$ cat src/rtl/uc_arbitro_mem_tiro.sv
// Round-robin arbiter for the shot position / loaded-flag memory pair.
// Grants one of three requesters, drives the port mux and revokes stuck owners.
module uc_arbitro_mem_tiro #(
    parameter int unsigned MAX_HOLD = 32
) (
    input  logic       clock,
    input  logic       reset,
    input  logic [2:0] req_i,
    input  logic [2:0] done_i,
    output logic [2:0] grant_o,
    output logic [1:0] sel_mem_o,
    output logic       busy_o,
    output logic       erro_timeout_o,
    output logic [3:0] db_estado_arbitro_o
);

    typedef enum logic [1:0] {
        OCIOSO  = 2'd1,
        CONCEDE = 2'd2,
        LIBERA  = 2'd3
    } estado_t;

    localparam logic [7:0] LIMITE = 8'(MAX_HOLD - 1);

    estado_t    estado_q;
    logic [1:0] owner_q;
    logic [1:0] rr_ptr_q;
    logic [7:0] hold_cnt_q;
    logic       timeout_q;

    logic [1:0] vencedor;
    logic [3:0] done_ext;
    logic       done_dono;

    assign done_ext  = {1'b0, done_i};
    assign done_dono = done_ext[owner_q];

    // Lowest priority is evaluated first so the search start wins last.
    always_comb begin
        int p;
        vencedor = 2'd0;
        for (int k = 2; k >= 0; k--) begin
            p = int'(rr_ptr_q) + k;
            if (p >= 3) p = p - 3;
            if (req_i[p]) vencedor = 2'(p);
        end
    end

    always_ff @(posedge clock or posedge reset) begin
        if (reset) begin
            estado_q   <= OCIOSO;
            owner_q    <= 2'd0;
            rr_ptr_q   <= 2'd0;
            hold_cnt_q <= 8'd0;
            timeout_q  <= 1'b0;
        end else begin
            case (estado_q)
                OCIOSO: begin
                    if (|req_i) begin
                        estado_q   <= CONCEDE;
                        owner_q    <= vencedor;
                        hold_cnt_q <= 8'd0;
                    end
                end
                CONCEDE: begin
                    hold_cnt_q <= hold_cnt_q + 8'd1;
                    if (done_dono) begin
                        estado_q  <= LIBERA;
                        timeout_q <= 1'b0;
                    end else if (hold_cnt_q == LIMITE) begin
                        estado_q  <= LIBERA;
                        timeout_q <= 1'b1;
                    end
                end
                LIBERA: begin
                    rr_ptr_q <= (owner_q == 2'd2) ? 2'd0 : owner_q + 2'd1;
                    estado_q <= OCIOSO;
                end
                default: estado_q <= OCIOSO;
            endcase
        end
    end

    always_comb begin
        grant_o             = 3'b000;
        sel_mem_o           = 2'b11;
        busy_o              = 1'b1;
        erro_timeout_o      = 1'b0;
        db_estado_arbitro_o = 4'hD;
        case (estado_q)
            OCIOSO: begin
                busy_o              = 1'b0;
                db_estado_arbitro_o = 4'h1;
            end
            CONCEDE: begin
                grant_o             = 3'b001 << owner_q;
                sel_mem_o           = owner_q;
                db_estado_arbitro_o = 4'h2;
            end
            LIBERA: begin
                erro_timeout_o      = timeout_q;
                db_estado_arbitro_o = 4'h3;
            end
            default: ;
        endcase
    end

endmodule

$ cat config.mk
export PLATFORM = sky130hd
export DESIGN_NAME = uc_arbitro_mem_tiro
export DESIGN_NICKNAME = d
export VERILOG_FILES = /design/src/rtl/uc_arbitro_mem_tiro.sv
export SDC_FILE = /design/constraint.sdc
export NUM_CORES = 1
export LEC_CHECK = 0
export BUFFER_PORTS_ARGS = -buffer_cell sky130_fd_sc_hd__buf_2
export CAP_MARGIN = 10
export CORE_MARGIN = 2
export CORE_UTILIZATION = 34
export CTS_CLUSTER_SIZE = 20
export DETAILED_ROUTE_END_ITERATION = 8
export PLACE_DENSITY = 0.61
export SYNTH_ARGS = -nofsm -noshare
export SYNTH_HDL_FRONTEND = slang
export SYNTH_SLANG_ARGS = --single-unit
export TNS_END_PERCENT = 5
$ cat constraint.sdc
create_clock -name clock -period 2.2 [get_ports clock]
set_input_delay 0.44 -clock clock [delete_from_list [all_inputs] [get_ports clock]]
set_output_delay 0.44 -clock clock [all_outputs]
set_load 0.05 [all_outputs]
==> flow_metrics.tcl, run 1 <==
set metrics [dict create \
    status "finished, final reports clean" \
    fmax_mhz 485 \
    drive_gt1_share_pct 23.5 \
    yosysTopAreaCell "dfrtp_1" \
    synthTopCellsByCount "14 x dfrtp_1, 11 x inv_1, 11 x nand2_1, 10 x nor2_1, 9 x ha_1" \
    rows 19 \
    final_cells 163 \
    grt_pass1_vias 876 \
    total_power_mw 1.60 \
    powerDensity_mw_per_mm2 1380 \
    finClkSkew_ps 7.23 \
    grt.total_usage_pct 14.1 \
    setup-tns-final_ps 0 \
    drt_iter0_markers 13 \
    cts_max_level 1 \
    drt-total-wl_um 2060 \
    area_delta_synth_final_pct 16.4 \
    power.leakage_nw 0.569 \
    max-vdd-ir-drop_mv 0.942 \
    cts.sink_count 15 \
    die_h_um 58.2 \
    cp-end-kind "output port" \
    worstPathRequired_ps 1760 \
    ant_nets 0 \
    avgRoutedWirePerCell_um 12.7 \
    firstDrtPassIters 4 \
    hpwlAfterDp_um 1620 \
    grt_max_degree 16 \
    cts_tree "done" \
    ys_top_cells_by_area "dfrtp_1 35%, ha_1 11%, inv_1 4.1%, nand2_1 4.1%, a21oi_1 4.0%" \
    crit_type "reg2out" \
    synth_top_area_share_pct 35.1 \
    cp_max_fo 14 \
    crit_family "flip-flops" \
    cp-start-kind "register" \
    hp-class "in2async" \
    rsz0062_at_grt "no" \
    coreArea_mm2 0.00278 \
    final-hold-violation-count 0 \
    fin_hold_ws_ps 197 \
    clkTransAtPathRegs_ps 100 \
    cp_num_buf_inv 2 \
    crit_slowest_cell "dfstp_2" \
    initial_utilization_pct 35.9 \
    nFillCells 270 \
    ys_ff_latch 15 \
    die_area_mm2 0.00339 \
    overflow 0 \
    netlist_area_um2 998 \
    setup_viol 0 \
    grt_pass1_wl_um 3750 \
    viasPerCell 5.13 \
    syn_avg_cell_area_um2 9.00 \
    gp_congestion 0.809 \
    ys_seq_area_share_pct 37.7 \
    cp_cell_sequence "inv_1 > ha_2 > nand2b_1 > nor2_4 > buf_2" \
    final_core_util_pct 41.8 \
    drc 0 \
    maxSlewHeadroom_pct 60.5 \
    insertedDiodeCount 0 \
    vias 837 \
    synth-edff-count 0 \
    clock_path_buffers 2 \
    post-synth-top-count-cell "dfrtp_1" \
    worst_pin_slew_ps 592 \
    dp.cells 159 \
    netlist_instances 111 \
    finalCriticalPeriod_ps 2060 \
    synth_flop_cell "dfrtp_1" \
    synthArstFlopShare_pct 100 \
    critPathArrivalTime_ps 1620 \
    antenna_found_initial 0 \
    slowest_delay_ps 400 \
    clock-root-buffer "clkbuf_4" \
    finalNetCount 150 \
    clock_latency_ps 290 \
    ios 19 \
    synth_warnings 0 \
    synth_nets 128 \
    cts-buffers-inserted 3 \
    slew_violations 0 \
    drv_cap 0 \
    dieWidth_um 58.2 \
    port_buffers 18 \
    period_share_pct 93.7 \
    ys_types 36 \
]
[final timing paths]
check                              startpoint             to  slack (ps)  cells past startpoint
max in group asynchronous               reset  hold_cnt_q[6]        1610                      2
min in group clock                   req_i[1]     owner_q[0]         460                      3
worst min-delay path                    reset    estado_q[1]         200                      2
worst min register to register  hold_cnt_q[0]  hold_cnt_q[0]         530                      1
worst max-delay path              estado_q[0]     grant_o[2]         140                      5
worst max register to register    estado_q[0]    estado_q[1]         280                      4
[metrics by stage]
stage	area [um^2]	setup slack (ps)
floorplan	1010	-93.4
global placement	1130	307
detailed placement	1130	281
CTS	1160	116
global route	1160	11.9
finish	1160	138
[placed cells by master, fill, tap and decap left out, types with 2 or more instances in the layout]
cell	netlist	routed
nand2b_1	3	3
buf_2	0	17
o21ai_0	7	7
nand3_1	4	4
inv_1	11	11
dfrtp_1	14	14
and3_1	2	2
a32o_1	2	2
a22o_1	2	2
xor2_1	2	2
buf_4	1	3
a21oi_1	8	8
ha_1	9	8
mux2i_1	2	2
nor2_1	10	8
or4b_1	2	2
nand2_1	11	11
clkbuf_4	0	3
or3_1	2	2
[layer usage]
layer / up-vias / global-route usage [%] / routed length [um]
met4: 0 / 4.32 / 0
met2: 17 / 25.2 / 1100
met3: 0 / 2.01 / 55
met1: 393 / 17.5 / 903
met5: - / 0 / 0
li1: 427 / - / -
[sequential cells by signal, summed over array words and instances (netlist names)]
| signal | flops |
|---|---|
| hold_cnt_q | 8 |
| estado_q | 2 |
| owner_q | 2 |
| rr_ptr_q | 2 |
| timeout_q | 1 |
[final cells by class]
class | count | area (um^2) | share of cell area [%]
clock buffer | 3 | 22.5 | 1.94
clock inverter | 1 | 5.00 | 0.431
inverter | 11 | 41.3 | 3.55
multi-input combinational | 82 | 571 | 49.1
sequential | 15 | 377 | 32.4
tap | 31 | 38.8 | 3.34
timing repair buffer | 20 | 108 | 9.26
[kinds of logic after synthesis]
group | share of synthesized area (%)
and+or+nand+nor | 21.2
muxes | 4.26
AOI/OAI and AO/OA | 16.5
xor gates and xnor gates | 2.63
buffers and inverters | 6.39
adders and majority gates | 11.3
DFF | 37.7
[what timing repair did]
action / 4_1_cts / 5_1_grt
endpoints found under the setup margin: 2 / 0
hold buffers: 0 / 0
resized for setup: 2 / 0
buffers inserted: 0 / 0
[power breakdown]
part	switching (mW)	internal, mW
clock network	0.0963	0.0675
registers	0.0848	0.360
logic	0.667	0.328
No activity file was read; power rests on OpenSTA's default activity.
==> run 2: changes to the inputs <==
Settings changed: REMOVE_ABC_BUFFERS set to 1.
==> run 2 against run 1 <==
Net effect: register-to-register slack lost 20 ps; total power shrank 1.1%; first-iteration DRC count shrank 7.7%; setup slack improved by 5.8 ps; final cell count is the same; largest power group unchanged; critical path depth shrank 1; highest routed layer is now met4.
==> flow_metrics.tcl, run 2 (synthesis results as in run 1) <==
set metrics [dict create \
    status "finished, final reports clean" \
    crit_type "reg2out" \
    crit_family "flip-flops" \
    crit_slowest_cell "dfstp_2" \
    overflow 0 \
    grt_pass1_vias 766 \
    cp_num_buf_inv 2 \
    setup_viol 0 \
    drc 0 \
    layout_common_cells "18 x buf_2, 14 x dfrtp_1, 11 x inv_1, 11 x nand2_1, 10 x nor2_1" \
    drt_iter0_markers 12 \
    grt.total_usage_pct 13.1 \
    cts-buffers-inserted 3 \
    firstDrtPassIters 4 \
    viasPerCell 5.24 \
    clkTransAtPathRegs_ps 90 \
    hpwlAfterDp_um 1640 \
    finalCriticalPeriod_ps 2060 \
    drv_cap 0 \
    hp-class "in2async" \
    final_cells 163 \
    maxSlewHeadroom_pct 61.5 \
    grt_pass1_wl_um 3370 \
    post_cts_buffers 0 \
    avgRoutedWirePerCell_um 12.7 \
    dp.cells 159 \
    cp_max_fo 14 \
    die_h_um 58.2 \
    powerDensity_mw_per_mm2 1380 \
    grt_max_degree 16 \
    stdcell_area_mm2 0.00115 \
    ios 19 \
    cp-end-kind "output port" \
    port_buffers 18 \
    clock_latency_ps 280 \
    rows 19 \
    placed_area_mm2 0.00112 \
    finalNetCount 150 \
    regMostFlops "hold_cnt_q" \
    drt-total-wl_um 2080 \
    clock_path_buffers 2 \
    cts.sink_count 15 \
    insertedDiodeCount 0 \
    cp-start-kind "register" \
    power.leakage_nw 0.565 \
    gp_congestion 0.875 \
    period_share_pct 93.5 \
    vias 854 \
    area_delta_synth_final_pct 15.0 \
    fmax_mhz 486 \
    cts_tree "done" \
    finClkSkew_ps 1.22 \
    rsz0062_at_grt "no" \
    slowest_delay_ps 570 \
    clock-root-buffer "clkbuf_4" \
    largest_reg_flops 8 \
    dieWidth_um 58.2 \
    critPathArrivalTime_ps 1620 \
    final_common_cell "buf_2" \
    final-hold-violation-count 0 \
    cp_cell_sequence "inv_1 > ha_2 > and3_1 > buf_2" \
    worst_pin_slew_ps 577 \
    coreArea_mm2 0.00278 \
    antenna_found_initial 0 \
    drive_gt1_share_pct 21.2 \
    initial_utilization_pct 35.9 \
    worstPathRequired_ps 1760 \
    slew_violations 0 \
    die_area_mm2 0.00339 \
    max-vdd-ir-drop_mv 0.786 \
    ant_nets 0 \
    cts_max_level 1 \
]
[run 2: cell types whose count changed in the layout (fill, tap and decap cells not counted)]
cell      delta
nor2_2       -1
clkinv_2     -1
nor2_4       -1
clkbuf_1     +1
buf_2        +1
nor2_1       +2
buf_4        -1
[run 2: repair_timing]
action,CTS,global route
hold buffers,0,0
endpoints found under the setup margin,1,0
resized for setup,1,0
[run 2: worst paths after layout]
kind | startpoint | endpoint | slack, ps | cells past startpoint
min in group clock | req_i[1] | owner_q[0] | 460 | 3
max in group asynchronous | reset | estado_q[0] | 1620 | 2
min | reset | hold_cnt_q[6] | 200 | 2
max reg2reg | estado_q[0] | estado_q[1] | 260 | 4
min reg2reg | timeout_q | timeout_q | 530 | 2
max | estado_q[0] | grant_o[1] | 140 | 4
[run 2: area by class of cell]
type / instances / area, um^2
clock buffer: 4 / 26.3
fill: 274 / 1630
inverter: 11 / 41.3
multi-input combinational: 82 / 561
sequential: 15 / 377
tap: 31 / 38.8
timing repair buffer: 20 / 105
[run 2: stage by stage]
stage,hold WS [ps],power [mW],setup slack [ps],utilization [%],setup TNS (ps)
6_report,202,1.59,144,41.3,0
4_1_cts,219,1.60,130,41.3,0
3_5_place_dp,521,1.43,265,40.3,0
2_1_floorplan,341,1.20,-210,-,-622
5_1_grt,241,1.72,30.3,41.3,0
3_3_place_gp,520,1.40,323,40.3,0
[run 2: layer usage]
layer / wire [um] / vias to the layer above / GRT usage [%] / share of wire (%)
li1: - / 424 / - / -
met1: 938 / 412 / 16.0 / 45
met2: 1020 / 16 / 21.9 / 49
met3: 103 / 2 / 2.68 / 5.0
met4: 11 / 0 / 5.98 / 0.53
met5: 0 / - / 0 / 0
[run 2: report_power, final]
group | switching [mW] | leakage [nW] | internal, mW | total, mW
clock | 0.0868 | 0.0150 | 0.0703 | 0.157
combinational | 0.662 | 0.353 | 0.321 | 0.983
sequential | 0.0849 | 0.197 | 0.360 | 0.445
total | 0.833 | 0.565 | 0.752 | 1.59
==> run 3: changes to the inputs <==
Settings changed: ABC_AREA set to 1.
==> run 3 against run 2 <==
Net effect: count of clock-buffer cells in the layout shrank 1; first-iteration DRC count grew to 2.9 times the previous value; global-route usage grew 1.9 points; fmax is essentially flat; final cell count grew 35%; hold slack lost 19 ps; die area grew 11%.
==> flow_metrics.tcl, run 3 <==
set metrics [dict create \
    status "finished, final reports clean" \
    drt-total-wl_um 2380 \
    critPathArrivalTime_ps 1620 \
    coreArea_mm2 0.00308 \
    post-synth-top-count-cell "nand2_1" \
    final_common_cell "nand2_1" \
    viasPerCell 4.61 \
    ios 19 \
    die_h_um 61.3 \
    grt.total_usage_pct 14.9 \
    fmax_mhz 486 \
    cp_max_fo 4 \
    maxSlewHeadroom_pct 60.3 \
    rows 20 \
    synth_top_area_share_pct 31.4 \
    cts_tree "done" \
    rsz0062_at_grt "no" \
    ant_nets 0 \
    grt_pass1_wl_um 4000 \
    worstRegToRegCells 5 \
    grt_max_degree 16 \
    period_share_pct 93.5 \
    total_power_mw 1.58 \
    ctsHoldBuffers 0 \
    overflow 0 \
    antenna_found_initial 0 \
    regToRegEndpoint "hold_cnt_q[2]" \
    synth_flop_cell "dfrtp_1" \
    dp.cells 216 \
    netlist_instances 156 \
    final_cells 220 \
    power.leakage_nw 0.706 \
    clock_latency_ps 300 \
    initial_utilization_pct 36.3 \
    yosys.area_share.simple_pct 32.0 \
    ys_types 27 \
    crit_type "reg2out" \
    port_buffers 18 \
    synth-xor-area-share_pct 0 \
    clock_path_buffers 2 \
    largest_reg_flops 8 \
    firstDrtPassIters 4 \
    avgRoutedWirePerCell_um 10.8 \
    insertedDiodeCount 0 \
    cts-buffers-inserted 3 \
    netlist_area_mm2 0.00112 \
    ys_seq_area_share_pct 33.7 \
    r2r-start "estado_q[0]" \
    yosysTopAreaCell "dfrtp_1" \
    hpwlAfterDp_um 1880 \
    synth_warnings 0 \
    worstPathRequired_ps 1760 \
    synth_compound_area_share_pct 11.7 \
    gp_congestion 0.817 \
    post_cts_buffers 0 \
    setup-tns-final_ps 0 \
    finClkSkew_ps 9.59 \
    max-vdd-ir-drop_mv 0.901 \
    fin_ws_ps 144 \
    slew_violations 0 \
    layout_common_cells "41 x nand2_1, 29 x inv_1, 18 x buf_2, 15 x nand3_1, 14 x dfrtp_1" \
    cts.sink_count 15 \
    ys_top_cells_by_area "dfrtp_1 31%, nand2_1 14%, ha_1 10%, inv_1 9.8%, nand3_1 6.7%" \
    drc 0 \
    drv_cap 0 \
    synthMuxAreaShare_pct 0 \
    synth_top_family_by_area "simple AND/OR/NAND/NOR gates" \
    reg2reg_slack_ps 530 \
    cts_max_level 1 \
    final_core_util_pct 41.4 \
    dieWidth_um 61.3 \
    ys_ff_latch 15 \
    drive_gt1_share_pct 21.0 \
    grt_pass1_vias 919 \
    finalNetCount 194 \
    die_area_mm2 0.00376 \
    synthTopCellsByCount "41 x nand2_1, 29 x inv_1, 15 x nand3_1, 14 x dfrtp_1" \
    regMostFlops "hold_cnt_q" \
    worst_pin_slew_ps 595 \
    cp-end-kind "output port" \
    setup_viol 0 \
    cp-start-kind "register" \
    synth-adder-area-share_pct 10.1 \
    vias 1014 \
    area_delta_synth_final_pct 14.2 \
    final-hold-violation-count 0 \
    syn_avg_cell_area_um2 7.15 \
    drt_iter0_markers 35 \
    finalCriticalPeriod_ps 2060 \
    synthArstFlopShare_pct 100 \
    hp-class "in2async" \
    powerDensity_mw_per_mm2 1240 \
    pre_cts_slack_ps 408 \
    clkTransAtPathRegs_ps 110 \
    clock-root-buffer "clkbuf_4" \
    synth-edff-count 0 \
]
run 3: report_power, final:
group | internal (mW) | switching (mW) | leakage [nW]
Combinational | 0.266 | 0.714 | 0.493
Sequential | 0.354 | 0.0744 | 0.196
Clock | 0.0678 | 0.106 | 0.0177
Total | 0.688 | 0.895 | 0.706
run 3: kinds of logic after synthesis:
group | count (synthesis)
AO/OA/AOI/OAI | 21
adder cells (fa/ha/maj) | 9
buffers and inverters | 34
flip-flops | 15
AND/OR/NAND/NOR | 77
run 3: stage by stage:
stage,hold WS [ps],area [um^2]
after floorplan,341,1090
after global placement,475,1240
after detailed placement,491,1240
after CTS,220,1270
after global routing,226,1270
final,183,1270
run 3: per-layer routing:
metal	GRT usage, %	up-vias	part of all wire [%]
li1	-	534	-
met5	0	-	0
met2	24.3	21	43
met3	1.89	5	3.1
met1	19.5	454	51
met4	7.45	0	2.0
run 3: critical path, stage by stage (launching register included):
cell and delay (ps):
dfstp_2 590, inv_1 90, ha_1 240, a21oi_1 120, buf_2 270
run 3: layout make-up:
type | count | area (um^2)
inverter | 31 | 116
clock inverter | 1 | 5.00
sequential | 15 | 377
multi-input combinational | 107 | 602
tap | 44 | 55.1
fill | 330 | 1800
clock buffer | 3 | 22.5
timing repair buffer | 19 | 97.6
run 3: repair_timing:
item                                    CTS  global route
gates resized for setup                   0             1
endpoints found under the hold margin     0             0
endpoints found under the setup margin    0             1
run 3: worst max path at each step:
| stage | to | startpoint | slack, ps |
|---|---|---|---|
| after detailed placement | db_estado_arbitro_o[1] | estado_q[0] | 410 |
| final | db_estado_arbitro_o[1] | estado_q[0] | 140 |
| after floorplan | db_estado_arbitro_o[1] | estado_q[0] | -330 |
| after global routing | db_estado_arbitro_o[1] | estado_q[0] | 50 |
| after global placement | db_estado_arbitro_o[1] | estado_q[0] | 470 |
| after CTS | db_estado_arbitro_o[1] | estado_q[0] | 60 |
